===== config.mk =====
export PLATFORM = sky130hd
export DESIGN_NAME = spi_mem_req_sequencer
export DESIGN_NICKNAME = d
export VERILOG_FILES = /design/src/rtl/spi_mem_seq_pkg.sv /design/src/rtl/spi_mem_req_fifo.sv /design/src/rtl/spi_mem_req_sequencer.sv
export SDC_FILE = /design/constraint.sdc
export NUM_CORES = 1
export LEC_CHECK = 0
export CAP_MARGIN = 20
export CELL_PAD_IN_SITES_DETAIL_PLACEMENT = 1
export CELL_PAD_IN_SITES_GLOBAL_PLACEMENT = 1
export CORE_MARGIN = 8
export CORE_UTILIZATION = 40
export CTS_BUF_LIST = sky130_fd_sc_hd__clkbuf_4 sky130_fd_sc_hd__clkbuf_8
export DETAILED_ROUTE_END_ITERATION = 6
export HOLD_SLACK_MARGIN = 0.05
export PLACE_DENSITY = 0.68
export SYNTH_ARGS = -nofsm -noshare
export SYNTH_HDL_FRONTEND = slang
export SYNTH_SLANG_ARGS = --single-unit

===== constraint.sdc =====
create_clock -name i_clk -period 3.75 [get_ports i_clk]
set_clock_uncertainty 0.2 [all_clocks]
set_input_delay 1.125 -clock i_clk [delete_from_list [all_inputs] [get_ports i_clk]]
set_output_delay 1.125 -clock i_clk [all_outputs]
set_load 0.005 [all_outputs]

===== src/rtl/spi_mem_seq_pkg.sv =====
// Shared types and defaults for the SPI memory request sequencer.
package spi_mem_seq_pkg;

    localparam int unsigned DEFAULT_DEPTH   = 4;
    localparam int unsigned DEFAULT_TIMEOUT = 1024;

    typedef enum logic [1:0] {
        IDLE = 2'd0,
        RUN  = 2'd1,
        RESP = 2'd2
    } state_t;

    typedef struct packed {
        logic       wr;
        logic [7:0] addr;
        logic [7:0] data;
    } req_t;

    typedef struct packed {
        logic [7:0] rdata;
        logic       err;
        logic       timeout;
    } rsp_t;

endpackage


===== src/rtl/spi_mem_req_fifo.sv =====
// Request FIFO with combinational head read; push is refused when full, pop when empty.
module spi_mem_req_fifo
    import spi_mem_seq_pkg::*;
#(
    parameter int unsigned DEPTH = DEFAULT_DEPTH
) (
    input  logic                   i_clk,
    input  logic                   i_rst,
    input  logic                   i_push,
    input  req_t                   i_data,
    input  logic                   i_pop,
    output req_t                   o_head,
    output logic                   o_full,
    output logic                   o_empty,
    output logic [$clog2(DEPTH):0] o_level
);

    localparam int unsigned AW = $clog2(DEPTH);

    logic [AW-1:0] r_wptr;
    logic [AW-1:0] r_rptr;
    logic [AW:0]   r_count;
    req_t          r_mem [DEPTH];
    logic          w_push;
    logic          w_pop;

    assign o_full  = (r_count == (AW+1)'(DEPTH));
    assign o_empty = (r_count == '0);
    assign w_push  = i_push && !o_full;
    assign w_pop   = i_pop && !o_empty;

    // Pointers wrap naturally because DEPTH is a power of two.
    always_ff @(posedge i_clk) begin
        if (i_rst) begin
            r_wptr  <= '0;
            r_rptr  <= '0;
            r_count <= '0;
        end else begin
            if (w_push) r_wptr <= r_wptr + 1'b1;
            if (w_pop)  r_rptr <= r_rptr + 1'b1;
            case ({w_push, w_pop})
                2'b10:   r_count <= r_count + 1'b1;
                2'b01:   r_count <= r_count - 1'b1;
                default: r_count <= r_count;
            endcase
        end
    end

    always_ff @(posedge i_clk) begin
        if (w_push) r_mem[r_wptr] <= i_data;
    end

    assign o_head  = r_mem[r_rptr];
    assign o_level = r_count;

endmodule


===== src/rtl/spi_mem_req_sequencer.sv =====
// Queues byte requests and runs them one at a time against the SPI memory block,
// holding it in reset between operations and returning data/status on a response channel.
module spi_mem_req_sequencer
    import spi_mem_seq_pkg::*;
#(
    parameter int unsigned DEPTH   = DEFAULT_DEPTH,
    parameter int unsigned TIMEOUT = DEFAULT_TIMEOUT
) (
    input  logic                   i_clk,
    input  logic                   i_rst,
    input  logic                   i_req_valid,
    output logic                   o_req_ready,
    input  logic                   i_req_wr,
    input  logic [7:0]             i_req_addr,
    input  logic [7:0]             i_req_wdata,
    output logic                   o_rsp_valid,
    input  logic                   i_rsp_ready,
    output logic [7:0]             o_rsp_rdata,
    output logic                   o_rsp_err,
    output logic                   o_rsp_timeout,
    output logic                   o_mem_rst,
    output logic                   o_mem_wr,
    output logic [7:0]             o_mem_addr,
    output logic [7:0]             o_mem_din,
    input  logic [7:0]             i_mem_dout,
    input  logic                   i_mem_done,
    input  logic                   i_mem_err,
    output logic                   o_busy,
    output logic [$clog2(DEPTH):0] o_level
);

    localparam int unsigned CW = $clog2(TIMEOUT);

    state_t        r_state;
    logic [CW-1:0] r_cnt;
    rsp_t          r_rsp;
    req_t          r_mem_req;
    req_t          w_req;
    req_t          w_head;
    logic          w_full;
    logic          w_empty;
    logic          w_push;
    logic          w_pop;
    logic          w_tmo;

    assign w_req  = {i_req_wr, i_req_addr, i_req_wdata};
    assign w_push = i_req_valid && !w_full;
    // Head leaves the FIFO only once its response has been consumed.
    assign w_pop  = (r_state == RESP) && i_rsp_ready;
    assign w_tmo  = (r_cnt == CW'(TIMEOUT - 1));

    spi_mem_req_fifo #(
        .DEPTH (DEPTH)
    ) u_fifo (
        .i_clk   (i_clk),
        .i_rst   (i_rst),
        .i_push  (w_push),
        .i_data  (w_req),
        .i_pop   (w_pop),
        .o_head  (w_head),
        .o_full  (w_full),
        .o_empty (w_empty),
        .o_level (o_level)
    );

    always_ff @(posedge i_clk) begin
        if (i_rst) begin
            r_state   <= IDLE;
            r_cnt     <= '0;
            r_rsp     <= '0;
            r_mem_req <= '0;
        end else begin
            case (r_state)
                IDLE: begin
                    if (!w_empty) begin
                        r_mem_req <= w_head;
                        r_cnt     <= '0;
                        r_state   <= RUN;
                    end
                end
                RUN: begin
                    r_cnt <= r_cnt + 1'b1;
                    // Done takes priority over a coincident timeout.
                    if (i_mem_done) begin
                        r_rsp.rdata   <= r_mem_req.wr ? 8'h00 : i_mem_dout;
                        r_rsp.err     <= i_mem_err;
                        r_rsp.timeout <= 1'b0;
                        r_state       <= RESP;
                    end else if (w_tmo) begin
                        r_rsp.rdata   <= 8'h00;
                        r_rsp.err     <= 1'b1;
                        r_rsp.timeout <= 1'b1;
                        r_state       <= RESP;
                    end
                end
                RESP: begin
                    if (i_rsp_ready) r_state <= IDLE;
                end
                default: r_state <= IDLE;
            endcase
        end
    end

    assign o_req_ready   = !w_full;
    assign o_rsp_valid   = (r_state == RESP);
    assign o_rsp_rdata   = r_rsp.rdata;
    assign o_rsp_err     = r_rsp.err;
    assign o_rsp_timeout = r_rsp.timeout;
    assign o_mem_rst     = (r_state != RUN);
    assign o_mem_wr      = r_mem_req.wr;
    assign o_mem_addr    = r_mem_req.addr;
    assign o_mem_din     = r_mem_req.data;
    assign o_busy        = (r_state != IDLE) || !w_empty;

endmodule


Word level (Yosys, flattened, before mapping)
Memory sizes are Yosys's and may differ from the RTL's. A register that Yosys moved wholly into a read port is not among the register bits.
Index checks and enable logic that the tools add are counted.

cells by class
  $add $sub $neg = 5
  equal/unequal tests = 10
  multiplexer cells = 13
  bitwise logic cells = 1
  reduce and logical (&&, ||, !) cells = 17

operators with widths
  kind                     number
  $mux W10                 3
  $pmux W10 S2             1
  $add A10 B1 Y10 const B  1
  $eq A10 B10 Y1 const B   1
  $mux W2                  4
  $mux W8                  1
  $reduce_bool A2 Y1       4
  $pmux W2 S3              1
  $pmux W3 S2              1
  $reduce_and A2 Y1        3
  $add A2 B1 Y2 const B    2
  $eq A2 B1 Y1 const B     2
  $eq A2 B2 Y1 const B     2
  $logic_and A1 B1 Y1      4
  $ne A2 B1 Y1 const B     2
  $add A3 B1 Y3 const B    1
  $eq A3 B3 Y1 const B     1
  $logic_not A3 Y1         1
  $ne A3 B3 Y1 const B     1
  $reduce_and A3 Y1        1
  $sub A3 B1 Y3 const B    1
  $logic_not A1 Y1         2
  $logic_not A2 Y1         1
  $mux W1                  2
  3 further kinds          3

storage, ports and cells
  register bits after elaboration = 29
  bits in writable memories = 68
  input bits = 31
  logic and storage cells = 55
  memories = 1

memories
  name          depth  width  rd ports  clocked after memory_dff  wr ports  line                    text
  u_fifo.r_mem  4      17     1         1                         1         spi_mem_req_fifo.sv:23  req_t r_mem [DEPTH];

Longest topological paths before layout
Gate-level depths: netlist of run 1.

  depth in word-level cells = 6
  gate-level depth with buffers = 9

Modules after synthesis
Synthesis of run 1 repeated with hierarchy kept, for this count alone.

second synthesis, totals
  cells, all modules = 338
  area total of the unflattened synthesis = 4615.7 µm²

by module, submodules not included
  module                 instances  cells each  area each (µm²)  sequential area each (µm²)
  spi_mem_req_fifo       1          143         2967.8           2222.1
  spi_mem_req_sequencer  1          195         1647.8           780.7

Worst setup path before layout of run 1
OpenSTA, ideal clock, no wires.

  path type = input to register
  from = input i_rsp_ready
  to = register u_fifo.r_count[2], in the netlist u_fifo.o_level[2]
  data arrival time = 2.517 ns
  required time = 3.480 ns
  path slack = 0.963 ns
  cell stages on the path = 8
  path buffers = 0
  cell sequence = nand3b_1 nor2_1 ha_1 inv_1 fa_1 xor2_1 or3_1 a21oi_1

between the ends
  word-level cells in the longest chain between the ends = 4
  elaborated cells on any way between the ends = 6
  those cells by class = eq/ne (2); mux (1); reduce/logical (3)

RTL lines
  item                                                      line                         text
  from (decl)                                               spi_mem_req_sequencer.sv:17  input logic i_rsp_ready,
  $logic_and A1 B1 Y1 *                                     spi_mem_req_sequencer.sv:49  assign w_pop = (r_state == RESP) && i_rsp_ready;
  $logic_and A1 B1 Y1 *                                     spi_mem_req_fifo.sv:30       assign w_pop = i_pop && !o_empty;
  named net u_fifo.w_pop                                    spi_mem_req_fifo.sv:25       logic w_pop;
  $eq A2 B1 Y1 / $eq A2 B2 Y1 (equally long branches)       spi_mem_req_fifo.sv:41       case ({w_push, w_pop})
  $pmux W3 S2 / $reduce_bool A2 Y1 (equally long branches)  --
  to (signal assigned)                                      spi_mem_req_fifo.sv:42       2'b10: r_count <= r_count + 1'b1;
  to (signal assigned)                                      spi_mem_req_fifo.sv:43       2'b01: r_count <= r_count - 1'b1;
  to (signal assigned)                                      spi_mem_req_fifo.sv:44       default: r_count <= r_count;
  to (decl)                                                 spi_mem_req_fifo.sv:22       logic [AW:0] r_count;

Mark *: on every way through the listed nets, which the timed path passes. The rest lies on a longest branch.
A chain may end at the register's enable or synchronous reset.

Final worst setup path of run 1
  from = register r_state[0]
  to = output o_mem_rst

between the ends
  word-level cells in the longest chain between the ends = 1

RTL lines
  item                    line                          text
  from (decl)             spi_mem_req_sequencer.sv:34   state_t r_state;
  from (signal assigned)  spi_mem_req_sequencer.sv:68   r_state <= IDLE;
  from (signal assigned)  spi_mem_req_sequencer.sv:78   r_state <= RUN;
  from (signal assigned)  spi_mem_req_sequencer.sv:88   r_state <= RESP;
  $ne A2 B1 Y1            spi_mem_req_sequencer.sv:109  assign o_mem_rst = (r_state != RUN);
  to (decl)               spi_mem_req_sequencer.sv:21   output logic o_mem_rst,

No other way between the ends.

==> results of run 1 <==
-- registers in the layout, indices dropped and copies added (netlist names) --
signal / count
o_rsp_rdata: 8
u_fifo.r_rptr: 2
r_cnt: 10
u_fifo.r_mem: 68
r_state: 2
o_mem_wr: 1
o_mem_addr: 8
o_mem_din: 8
o_rsp_err: 1
o_rsp_timeout: 1
u_fifo.r_wptr: 2
u_fifo.o_level: 3
-- kinds of logic (layout without fill, tap and decap cells) --
group                      after synthesis  after routing  share of synthesized area, %
buffers and inverters                   35            118                         3.301
muxes                                   18             18                         8.454
and+or+nand+nor                         86             86                         10.65
AOI/OAI and AO/OA                       69             69                         11.62
adders and majority gates                7              7                         2.040
xor gates and xnor gates                 2              2                        0.3758
DFF                                    114            114                         63.55
-- worst max-delay path: cells and delay by family (launching register included) --
family	cells	cell delay, ns
flip-flops	1	0.56
buffers and inverters	2	0.73
AND/OR/NAND/NOR	1	0.44
-- area by class of cell --
type                    instances  area (um^2)  share of cell area [%]
inverters                      12        45.04                  0.7702
well taps                     143        178.9                   3.059
flip-flops and latches        114         2963                   50.66
multi-input cells             182         1554                   26.57
clock buffers                  18        247.7                   4.236
clock inverters                13        136.4                   2.332
repair buffers                 75        723.2                   12.37
-- power by group through the flow --
stage	Sequential, mW	Combinational (mW)	Clock [mW]
floorplan	1.49	0.216	0
global placement	1.50	0.430	0
detailed placement	1.51	0.445	0
CTS	1.48	0.447	1.15
global route	1.50	0.479	1.20
finish	1.48	0.439	1.12
-- worst max path at each step --
stage,from,to,slack [ns]
final,r_state[0],o_mem_rst,0.27
after detailed placement,i_rsp_ready,u_fifo.o_level[2],0.29
after global placement,i_rsp_ready,u_fifo.o_level[2],0.36
after global routing,r_state[0],o_mem_rst,0.11
after CTS,r_state[0],o_mem_rst,0.25
after floorplan,i_rsp_ready,u_fifo.o_level[2],0.96
-- stage by stage --
step	worst slack (ns)	util (%)	power [mW]
6_report	0.2687	51.22	3.045
5_1_grt	0.1107	51.22	3.179
4_1_cts	0.2486	51.22	3.084
3_5_place_dp	0.2921	47.85	1.955
3_3_place_gp	0.3635	47.85	1.935
2_1_floorplan	0.9630	-	1.710
-- metal layers --
layer	global-route usage, %	vias up	part of all wire [%]	routed length (um)
met2	25.45	64	49	5429
met1	18.39	1556	44	4945
li1	-	1448	-	-
met4	6.022	0	1.1	119
met3	4.850	12	5.6	627
met5	0	-	0	0
-- layout by cell type, fill, tap and decap left out, types with 10 or more instances in the layout --
cell type        instances
a22o_1                  17
nand3_1                 23
dfxtp_1                 46
buf_4                   11
clkbuf_8                18
mux4_2                  17
o211ai_1                10
clkdlybuf4s50_1         64
nor2b_1                 18
nor2_1                  13
inv_1                   10
edfxtp_1                68
==> results.cfg, run 1 <==
[min_path]
worstHoldPathType = reg2reg
hold_depth = 1
min-delay-start = o_rsp_timeout
hold_path_end = o_rsp_timeout

[cells_and_area]
layout-drive-gt1-share_pct = 17.15
diodes = 0
fillers = 1170
finalNonFillerCells = 557
syn2layout_area_growth_pct = 25.44
finalInstanceArea_um2 = 5848
nets = 440

[timing]
hold_viol_final = 0
min_period_ns = 3.481
maxSlewHeadroom_pct = 35.35
finalCritPeriodShare_pct = 92.83
max_slew.worst_pin.slew_ns = 0.9684
fmax_mhz = 287.2
slew_violations = 0
setup_viol = 0
setup_tns_ns = 0
rsz0062_at_grt = false
hold_ws_ns = 0.2719

[clock_network]
cts_max_level = 4
cts_tree = done
cts_sinks = 114
clkTransAtPathRegs_ns = 0.06
holdBufCountCts = 0
clkLatencyLatePin_ns = 0.43
clock_path_buffers = 2
cts_setup_buffers = 0
cts_root_buf = clkbuf_8
numCtsBuffers = 17
postCtsResizedCells = 0

[routing]
ant_nets = 0
drt_wl_total_um = 11120
drc = 0
firstDrtPassIters = 4
dr_total_vias = 3080
via_per_inst = 5.530
drtIter0Drc = 201
post_drt_wl_per_cell_um = 19.97

[floorplan]
row_count = 39
start_util_pct = 40.83
die_w_um = 124.0
design.core.area_um2 = 11420
ios = 65
die_area_um2 = 15360
die_h_um = 124.0

[setup_path]
critical_path.max_fanout = 15
start_kind = flop
arrival_ns = 2.16
rr_startpoint = u_fifo.o_level[2]
crit_slowest_cell = dfxtp_1
required_ns = 2.42
path_class = reg2out
timing.rr.end = u_fifo.o_level[2]
r2r_slack_ns = 1.07
worstPathCellList = and2b_1 -> inv_2 -> clkdlybuf4s50_1
reg2regPathDepth = 8
cp-end-kind = output pin
crit_path_max_incr_delay_ns = 0.56

[logic_synthesis]
seq_area_frac_synth_pct = 63.55
yosysMostFrequentCell = edfxtp_1
syn_avg_cell_area_um2 = 14.08
ys_warn_count = 0
synth_cells = 331
synth_nets = 369
ys_ff_latch = 114
synth_top_cell_area_share_pct = 43.80
synthesis.area_um2 = 4662
synthArstFlopShare_pct = 0
synth_edf_count = 68
synth_flop_cell = edfxtp_1
synth_area_leaders = edfxtp_1 44%, dfxtp_1 20%, mux4_2 8.2%
synth_cell_types = 52
synth_common_cells = 68 x edfxtp_1, 46 x dfxtp_1, 23 x nand3_1, 18 x nor2b_1
yosysTopAreaCell = edfxtp_1

[grt]
grt.total_usage_pct = 15.37
grt_overflow = 0
grt_pass1_vias = 3342
grt_start_max_net_pins = 33
grt_antenna_before_repair = 0
grt_pass1_wl_um = 17680

[status]
outcome = finished clean

[power_and_ir_drop]
seq_power_share_pct = 48.8
power.density_nw_per_um2 = 520.6
pwr-share-comb_pct = 14.4
p_leak_nw = 1.965
clockPowerShare_pct = 36.8
switching_power_mw = 0.7831
p_int_mw = 2.262
irDropWorstVdd_mv = 0.2454
p_sw_share_pct = 25.72

[place]
io_buffers = 64
place.gp.congestion = 0.7041
placed_area_um2 = 5464
dpl.hpwl_um = 7131
dp.cells = 526

[job]
drv_cap = 0
Note: power is estimated with default switching activity, not from simulation.
==> run 2: changes to the inputs <==
PLACE_DENSITY = 0.71   (was 0.68)
clock period = 3.2 ns   (was 3.75 ns; I/O delays follow)
==> run 2 against run 1 <==
- count of clock-buffer cells in the layout up 5
- register-to-register slack worse by 0.50 ns
- first-iteration DRC count down 28%
- cell count up 0.90%
- design area up 1.6%
- critical endpoint is now o_req_ready
- largest power group unchanged
==> results.cfg, run 2 (same netlist as run 1, synthesis figures left out) <==
[timing]
slew_violations = 0
hold_viol_final = 0
setup_viol = 0
maxSlewHeadroom_pct = 34.20
min_period_ns = 3.064
fmax_mhz = 326.4
max_slew.worst_pin.slew_ns = 0.9856
finalCritPeriodShare_pct = 95.75
rsz0062_at_grt = false

[floorplan]
die_w_um = 124.0
die_h_um = 124.0
row_count = 39
design.core.area_um2 = 11420
start_util_pct = 40.83
die_area_um2 = 15360
ios = 65

[cells_and_area]
finalInstanceArea_um2 = 5941
fin_util_pct = 52.03
largestRegisters = u_fifo.r_mem: 68 flops, r_cnt: 10 flops
syn2layout_area_growth_pct = 27.43
top_register = u_fifo.r_mem
largest_register_ffs = 68
fillers = 1148
final_cell_mix = 68 x edfxtp_1, 64 x clkdlybuf4s50_1, 46 x dfxtp_1
diodes = 0
mostFrequentLayoutCell = edfxtp_1
nets = 444
layout-drive-gt1-share_pct = 18.38

[grt]
grt.total_usage_pct = 15.58
grt_start_max_net_pins = 33
grt_antenna_before_repair = 0
grt_pass1_vias = 3259
grt_overflow = 0
grt_pass1_wl_um = 17970

[min_path]
worstHoldPathType = reg2reg

[setup_path]
required_ns = 2.04
critical_path.max_fanout = 10
cp-end-kind = output pin
path_class = reg2out
start_kind = flop
arrival_ns = 1.90

[routing]
firstDrtPassIters = 4
dr_total_vias = 3142
drt_wl_total_um = 11590
drc = 0
via_per_inst = 5.591
ant_nets = 0
drtIter0Drc = 144
post_drt_wl_per_cell_um = 20.62

[clock_network]
holdBufCountCts = 0
clock_path_buffers = 2
cts_root_buf = clkbuf_8
clkTransAtPathRegs_ns = 0.07
cts_tree = done
cts_sinks = 114
cts_max_level = 4
clkLatencyLatePin_ns = 0.42
postCtsResizedCells = 0
cts_setup_buffers = 0
numCtsBuffers = 17

[place]
dpl.hpwl_um = 7429
placed_area_um2 = 5519
place.gp.congestion = 0.7715
io_buffers = 64

[power_and_ir_drop]
power.density_nw_per_um2 = 623.1
irDropWorstVdd_mv = 0.3333
p_leak_nw = 2.009

[job]
drv_cap = 0

[status]
outcome = finished clean
==> run 2: changes by cell type in the layout (fill, tap and decap cells not counted), sizes merged <==
cell,before,now
inv,13,11
bufinv,2,3
buf,11,15
clkinv,7,3
clkinvlp,3,4
clkbuf,18,23
==> run 2: critical path, cell delays in order, from the launching register on <==
cell and delay [ns]:
dfxtp_1 0.42, or3b_2 0.57, clkdlybuf4s50_1 0.49
==> run 2: path summary, 6_finish.rpt <==
path	cells after the start	slack (ns)	start	to
max	2	0.14	u_fifo.o_level[2]	o_req_ready
min	1	0.28	o_mem_addr[3]	o_mem_addr[3]
min reg2reg	1	0.28	o_mem_addr[3]	o_mem_addr[3]
max reg2reg	8	0.57	u_fifo.o_level[2]	u_fifo.o_level[2]
==> run 2: report_power, final <==
part,internal (mW),switching [mW],total (mW)
combinational,0.294,0.241,0.535
clock,0.843,0.580,1.42
sequential,1.67,0.0768,1.74
total,2.80,0.898,3.70
==> run 2: per-stage QoR <==
step	hold slack (ns)	setup WS [ns]	power (mW)	cells	setup TNS, ns
after floorplan	0.2645	0.5780	2.004	331	0
after global placement	0.2618	0.08527	2.292	530	0
after detailed placement	0.2681	-0.01949	2.316	530	-0.01949
after CTS	0.2841	0.08955	3.742	562	0
after global routing	0.2992	0.005146	3.852	562	0
final	0.2824	0.1361	3.702	562	0
==> run 2: final cells by class <==
type / instances / area, um^2 / area share, %
sequential: 114 / 2963 / 49.87
multi-input combinational: 182 / 1554 / 26.16
timing repair buffer: 79 / 778.2 / 13.10
clock buffer: 23 / 291.5 / 4.907
tap: 143 / 178.9 / 3.012
clock inverter: 9 / 130.1 / 2.190
inverter: 12 / 45.04 / 0.7582
==> run 2: per-layer routing <==
metal  GRT usage [%]  part of all wire, %
met5               0                    0
met4           5.353                  1.2
met3           4.125                  4.8
met2           25.18                   48
met1           19.94                   46
